### src/rtl/dmem_arbiter.sv
// dmem_arbiter: shares the single-port synchronous data memory between the
// CPU load/store unit (port 0) and the debug/program-loader port (port 1).
// At most one access is granted per cycle. The grant is combinational, so an
// access reaches the memory in the same cycle it is requested. Locked bursts
// are bounded by LOCK_MAX, and read data returns with a per-port valid strobe
// one cycle after the grant.
// Build option: define DMEM_ARB_RR_EN for round-robin arbitration in IDLE.
// Without it, port 0 has fixed priority over port 1.
module dmem_arbiter #(
    parameter int AW       = 12,
    parameter int DW       = 32,
    parameter int LOCK_MAX = 16
) (
    input  logic          clk,
    input  logic          rst_n,
    input  logic          m0_req,
    input  logic          m0_we,
    input  logic          m0_lock,
    input  logic [AW-1:0] m0_addr,
    input  logic [DW-1:0] m0_wdata,
    input  logic          m1_req,
    input  logic          m1_we,
    input  logic          m1_lock,
    input  logic [AW-1:0] m1_addr,
    input  logic [DW-1:0] m1_wdata,
    output logic          m0_gnt,
    output logic          m1_gnt,
    output logic          m0_rvalid,
    output logic          m1_rvalid,
    output logic [DW-1:0] m0_rdata,
    output logic [DW-1:0] m1_rdata,
    output logic [AW-1:0] mem_addr,
    output logic          mem_we,
    output logic [DW-1:0] mem_din,
    input  logic [DW-1:0] mem_dout
);

    typedef enum logic [1:0] {IDLE = 2'd0, OWN0 = 2'd1, OWN1 = 2'd2} state_e;

    // lock_cnt counts grants already given in the current ownership. When it
    // reaches LOCK_LAST, the grant being given now is the LOCK_MAX-th, and
    // ownership is released.
    localparam logic [7:0] LOCK_LAST = 8'(LOCK_MAX - 1);

    // Per-port views, indexed by port number
    logic [1:0]         req, we, lock;
    logic [1:0][AW-1:0] addr;
    logic [1:0][DW-1:0] wdata;

    assign req   = {m1_req, m0_req};
    assign we    = {m1_we, m0_we};
    assign lock  = {m1_lock, m0_lock};
    assign addr  = {m1_addr, m0_addr};
    assign wdata = {m1_wdata, m0_wdata};

    state_e        state_q, state_d;
    logic [7:0]    lock_cnt_q, lock_cnt_d;
    logic          fprio_q, fprio_d;    // one-shot priority after a forced release
    logic          fport_q, fport_d;    // port that receives that priority
    logic [1:0]    rvalid_q;
    logic [AW-1:0] addr_q;              // last granted address, held while idle
    logic [1:0]    gnt;
    logic          gport;               // granted port, meaningful when |gnt
    logic          own;
    logic          pol_pref;            // port preferred by the arbitration policy
    logic          pref;
    logic          win;

`ifdef DMEM_ARB_RR_EN
    logic rr_ptr_q, rr_ptr_d;

    assign pol_pref = rr_ptr_q;

    // Hand preference to the other port after any grant that leaves the FSM in IDLE
    always_comb begin
        rr_ptr_d = rr_ptr_q;
        if (|gnt && state_d == IDLE) rr_ptr_d = ~gport;
    end

    // Round-robin pointer register
    always_ff @(posedge clk or negedge rst_n) begin
        if (!rst_n) rr_ptr_q <= 1'b0;
        else        rr_ptr_q <= rr_ptr_d;
    end
`else
    assign pol_pref = 1'b0;
`endif

    // The one-shot priority from a forced release overrides the policy.
    // With two ports, the preferred port wins whenever it requests.
    assign pref = fprio_q ? fport_q : pol_pref;
    assign win  = req[pref] ? pref : ~pref;

    // Grant selection and next-state logic for ownership and the lock counter
    always_comb begin
        gnt        = 2'b00;
        gport      = 1'b0;
        state_d    = state_q;
        lock_cnt_d = lock_cnt_q;
        fprio_d    = 1'b0;
        fport_d    = fport_q;
        own        = (state_q == OWN1);
        case (state_q)
            IDLE: begin
                if (|req) begin
                    gport    = win;
                    gnt[win] = 1'b1;
                    if (lock[win]) begin
                        state_d    = win ? OWN1 : OWN0;
                        lock_cnt_d = 8'd1;
                    end
                end
            end
            OWN0, OWN1: begin
                // Fall back to IDLE unless the owner keeps the lock below the bound
                state_d    = IDLE;
                lock_cnt_d = 8'd0;
                if (req[own]) begin
                    gport    = own;
                    gnt[own] = 1'b1;
                    if (lock_cnt_q >= LOCK_LAST) begin
                        fprio_d = 1'b1;
                        fport_d = ~own;
                    end else if (lock[own]) begin
                        state_d    = state_q;
                        lock_cnt_d = lock_cnt_q + 8'd1;
                    end
                end
            end
            default: begin
                state_d    = IDLE;
                lock_cnt_d = 8'd0;
            end
        endcase
        // No access may reach the memory while reset is asserted
        if (!rst_n) gnt = 2'b00;
    end

    assign m0_gnt    = gnt[0];
    assign m1_gnt    = gnt[1];
    assign mem_we    = |(gnt & we);
    assign mem_addr  = (|gnt) ? addr[gport] : addr_q;
    assign mem_din   = wdata[gport];
    assign m0_rvalid = rvalid_q[0];
    assign m1_rvalid = rvalid_q[1];
    assign m0_rdata  = mem_dout;
    assign m1_rdata  = mem_dout;

    // FSM state, lock bookkeeping, read-valid strobes and held address
    always_ff @(posedge clk or negedge rst_n) begin
        if (!rst_n) begin
            state_q    <= IDLE;
            lock_cnt_q <= 8'd0;
            fprio_q    <= 1'b0;
            fport_q    <= 1'b0;
            rvalid_q   <= 2'b00;
            addr_q     <= '0;
        end else begin
            state_q    <= state_d;
            lock_cnt_q <= lock_cnt_d;
            fprio_q    <= fprio_d;
            fport_q    <= fport_d;
            rvalid_q   <= gnt & ~we;
            addr_q     <= mem_addr;
        end
    end

endmodule
### config.mk
export PLATFORM = sky130hd
export DESIGN_NAME = dmem_arbiter
export DESIGN_NICKNAME = d
export VERILOG_FILES = /design/src/rtl/dmem_arbiter.sv
export SDC_FILE = /design/constraint.sdc
export NUM_CORES = 1
export LEC_CHECK = 0
export ABC_AREA = 1
export CAP_MARGIN = 30
export CORE_AREA = 5 5 97 99
export CTS_CLUSTER_DIAMETER = 50
export DETAILED_ROUTE_END_ITERATION = 8
export DIE_AREA = 0 0 102 104
export HOLD_SLACK_MARGIN = 0.02
export PLACE_DENSITY_LB_ADDON = 0.12
export SLEW_MARGIN = 25
export SYNTH_ARGS = -nofsm -noshare
export SYNTH_HDL_FRONTEND = slang
export SYNTH_SLANG_ARGS = --single-unit
### constraint.sdc
create_clock -name clk -period 2.47 [get_ports clk]
set_input_delay 0.6175 -clock clk [delete_from_list [all_inputs] [get_ports clk]]
set_output_delay 0.6175 -clock clk [all_outputs]
set_load 0.02 [all_outputs]
==> flow_metrics.py <==
metrics = {
    "yosys": {
        "ys_top_cells_by_count": "nand2_1, nand3_1, buf_4",
        "synth.area.top_cells": "dfrtp_1, nand2_1, buf_4",
        "netlist.area_leader.share_pct": 26.6,
        "avgSynthCellArea_um2": 6.38,
        "netlist_area_um2": 2440,
        "ys_seq_area_share_pct": 26.6,
        "synth_nets": 515,
        "synthFlopType": "dfrtp_1",
        "synth.distinct_cells": 20,
        "synth-edff-count": 0,
        "synth_top_area_cell": "dfrtp_1",
        "ys_ff_latch": 26,
        "synthArstFlopShare_pct": 100,
        "syn_inst": 383,
        "yosysMostFrequentCell": "nand2_1",
        "yosys_warnings": 0,
    },
    "floorplanning": {
        "dieArea_um2": 10600,
        "die_w_um": 102,
        "start_util_pct": 28.9,
        "ios": 241,
        "die_h_um": 104,
        "rows": 34,
        "core_area_um2": 8470,
    },
    "job": {
        "drv_cap": 0,
    },
    "sta": {
        "tns_ns": 0,
        "drv_slew": 0,
        "min_period_over_period_pct": 96.4,
        "period_minus_slack_ns": 2.38,
        "skew_ns": 0.00646,
        "rsz0062_at_grt": "true",
        "hold_viol_final": 0,
        "setup_ws_ns": 0.0895,
        "worstMarginPinSlew_ns": 0.350,
        "slew_headroom_pct": 76.7,
        "setup_viol": 0,
        "max_freq_mhz": 420,
    },
    "global_route": {
        "antenna_found_initial": 0,
        "grt_busiest_layer": "met2",
        "globalRouteOverflowTotal": 0,
        "grtUsageTotal_pct": 14.9,
        "grt_max_degree": 27,
        "grt_first_pass_wirelength_um": 12900,
        "grt_pass1_vias": 2657,
        "grt_util_met3_pct": 6.77,
        "globalRouteMet1Util_pct": 17.1,
        "grtUsageMet2_pct": 25.1,
    },
    "pwr": {
        "ir_drop_mv": 0.561,
        "power.density_nw_per_um2": 916,
        "p_seq_share_pct": 16.7,
        "p_int_w": 0.00196,
        "pwr-share-clk_pct": 7.6,
        "p_sw_w": 0.00168,
        "switching_share_pct": 46.2,
        "p_leak_nw": 2.03,
        "comb_power_share_pct": 75.8,
    },
    "routing": {
        "wire_per_inst_um": 14.0,
        "routed_wl_um": 8330,
        "drc": 0,
        "drtIter0Drc": 56,
        "vias_per_cell": 4.46,
        "vias": 2648,
        "drtPass1Iterations": 4,
        "drtAntennaViolNets": 0,
    },
    "critical_path": {
        "critPathLaunchType": "register",
        "r2r_slack_ns": 0.68,
        "r2r-start": "state_q[0]",
        "endpoint_kind": "output pin",
        "r2r_cells": 11,
        "crit_required_ns": 1.85,
        "critPathMaxFanout": 8,
        "rr_endpoint": "lock_cnt_q[1]",
        "path_class": "register to output pin",
        "cp.arrival_ns": 1.76,
    },
    "cts": {
        "cts_tree": "yes",
        "cts_inserted_buffers": 3,
        "htree_num_levels": 1,
        "path_clk_slew_ns": 0.09,
        "cts_root_buf": "clkbuf_8",
        "clkSinkCount": 26,
        "clockBufferDepth": 2,
        "clk_latency_ns": 0.27,
    },
    "placed_design": {
        "dp_slack_ns": -0.768,
        "dp_hpwl_um": 6460,
        "io_buffers": 144,
        "globalplace.congestion": 0.779,
    },
    "finish": {
        "area_delta_synth_final_pct": 62.6,
        "antenna_cells": 0,
        "utilization_pct": 47.0,
        "drive_gt1_share_pct": 29.8,
        "nets": 619,
    },
    "run_status": {
        "outcome": "complete, no violations",
    },
    "hold_path": {
        "min_to": "lock_cnt_q[4]",
        "hp-start": "lock_cnt_q[4]",
        "min_path_cells": 2,
        "hold_class": "register to register",
    },
}
worst max-delay path: stages, from the launching register on:
cell and delay, ns:
dfrtp_1 0.41, inv_2 0.10, ha_4 0.17, nand2_4 0.07
nand2_8 0.12, nand2_8 0.10, buf_12 0.16, nand2_2 0.05
nand2_1 0.04, nand2_1 0.06, nand2_2 0.06, buf_6 0.13
worst max path at each step:
stage	startpoint	end	slack [ns]	cells past startpoint
3_3_place_gp	m1_req	mem_din[16]	-0.76	9
6_report	state_q[0]	mem_addr[10]	0.09	11
3_5_place_dp	m0_req	mem_addr[6]	-0.77	8
5_1_grt	state_q[0]	mem_addr[10]	-0.05	11
2_1_floorplan	state_q[0]	mem_addr[10]	0.36	10
4_1_cts	state_q[0]	mem_din[6]	0.006	10
power groups by stage:
stage	Combinational, W	Sequential [W]	Clock (W)
after floorplan	0.00141	0.000600	0
after global placement	0.00242	0.000601	0
after detailed placement	0.00242	0.000608	0
after CTS	0.00249	0.000604	0.000288
after global routing	0.00300	0.000624	0.000308
final	0.00276	0.000607	0.000276
per-stage QoR:
step | hold slack (ns) | instances | power (W) | area (µm²)
after global placement | 0.482 | 579 | 0.00302 | 3690
after global routing | 0.535 | 594 | 0.00394 | 3980
final | 0.498 | 594 | 0.00364 | 3980
after CTS | 0.501 | 587 | 0.00338 | 3790
after floorplan | 0.322 | 383 | 0.00201 | 2440
after detailed placement | 0.486 | 579 | 0.00303 | 3690
logic make-up after synthesis:
group,synth area share (%)
AO/OA/AOI/OAI,1.43
XOR/XNOR,0.358
adder cells (fa/ha/maj),2.05
buffers and inverters,27.2
flip-flops,26.6
AND/OR/NAND/NOR,42.3
routing by layer:
layer,vias up,part of all wire [%]
li1,1344,-
met1,1170,37
met2,118,50
met3,16,11
met4,0,1.7
met5,-,0
cell type report:
cell class / instances / area, µm²
clock buffer: 4 / 55.1
fill: 871 / 4490
inverter: 21 / 81.3
multi-input combinational: 255 / 1350
sequential: 26 / 652
tap: 108 / 135
timing repair buffer: 180 / 1710
flip-flops by register name (all words and copies together), names as in the netlist:
name / count
lock_cnt_q: 8
addr_q: 12
fprio_q: 1
fport_q: 1
state_q: 2
rvalid_q: 2
repair_timing:
action	CTS	global route
setup endpoints to repair	47	45
pin swaps	5	19
resized for setup	234	79
hold buffers	0	0
setup buffers	4	7
gates cloned	1	1
layout by cell type, fill, tap and decap left out, types with 2 or more instances in the layout:
cell type and n:
ha_4 2, clkbuf_8 4, buf_8 2, inv_2 5, buf_6 19, nand3_1 71, dfrtp_1 25, clkdlybuf4s50_1 94
clkdlybuf4s15_2 2, inv_1 15, nand2_1 110, buf_2 28, nand2_4 10, nor2_1 16, o21ai_0 3, nand2_8 2
buf_12 6, nand2_2 28, buf_4 27
Power figures use the tool's default switching activity.
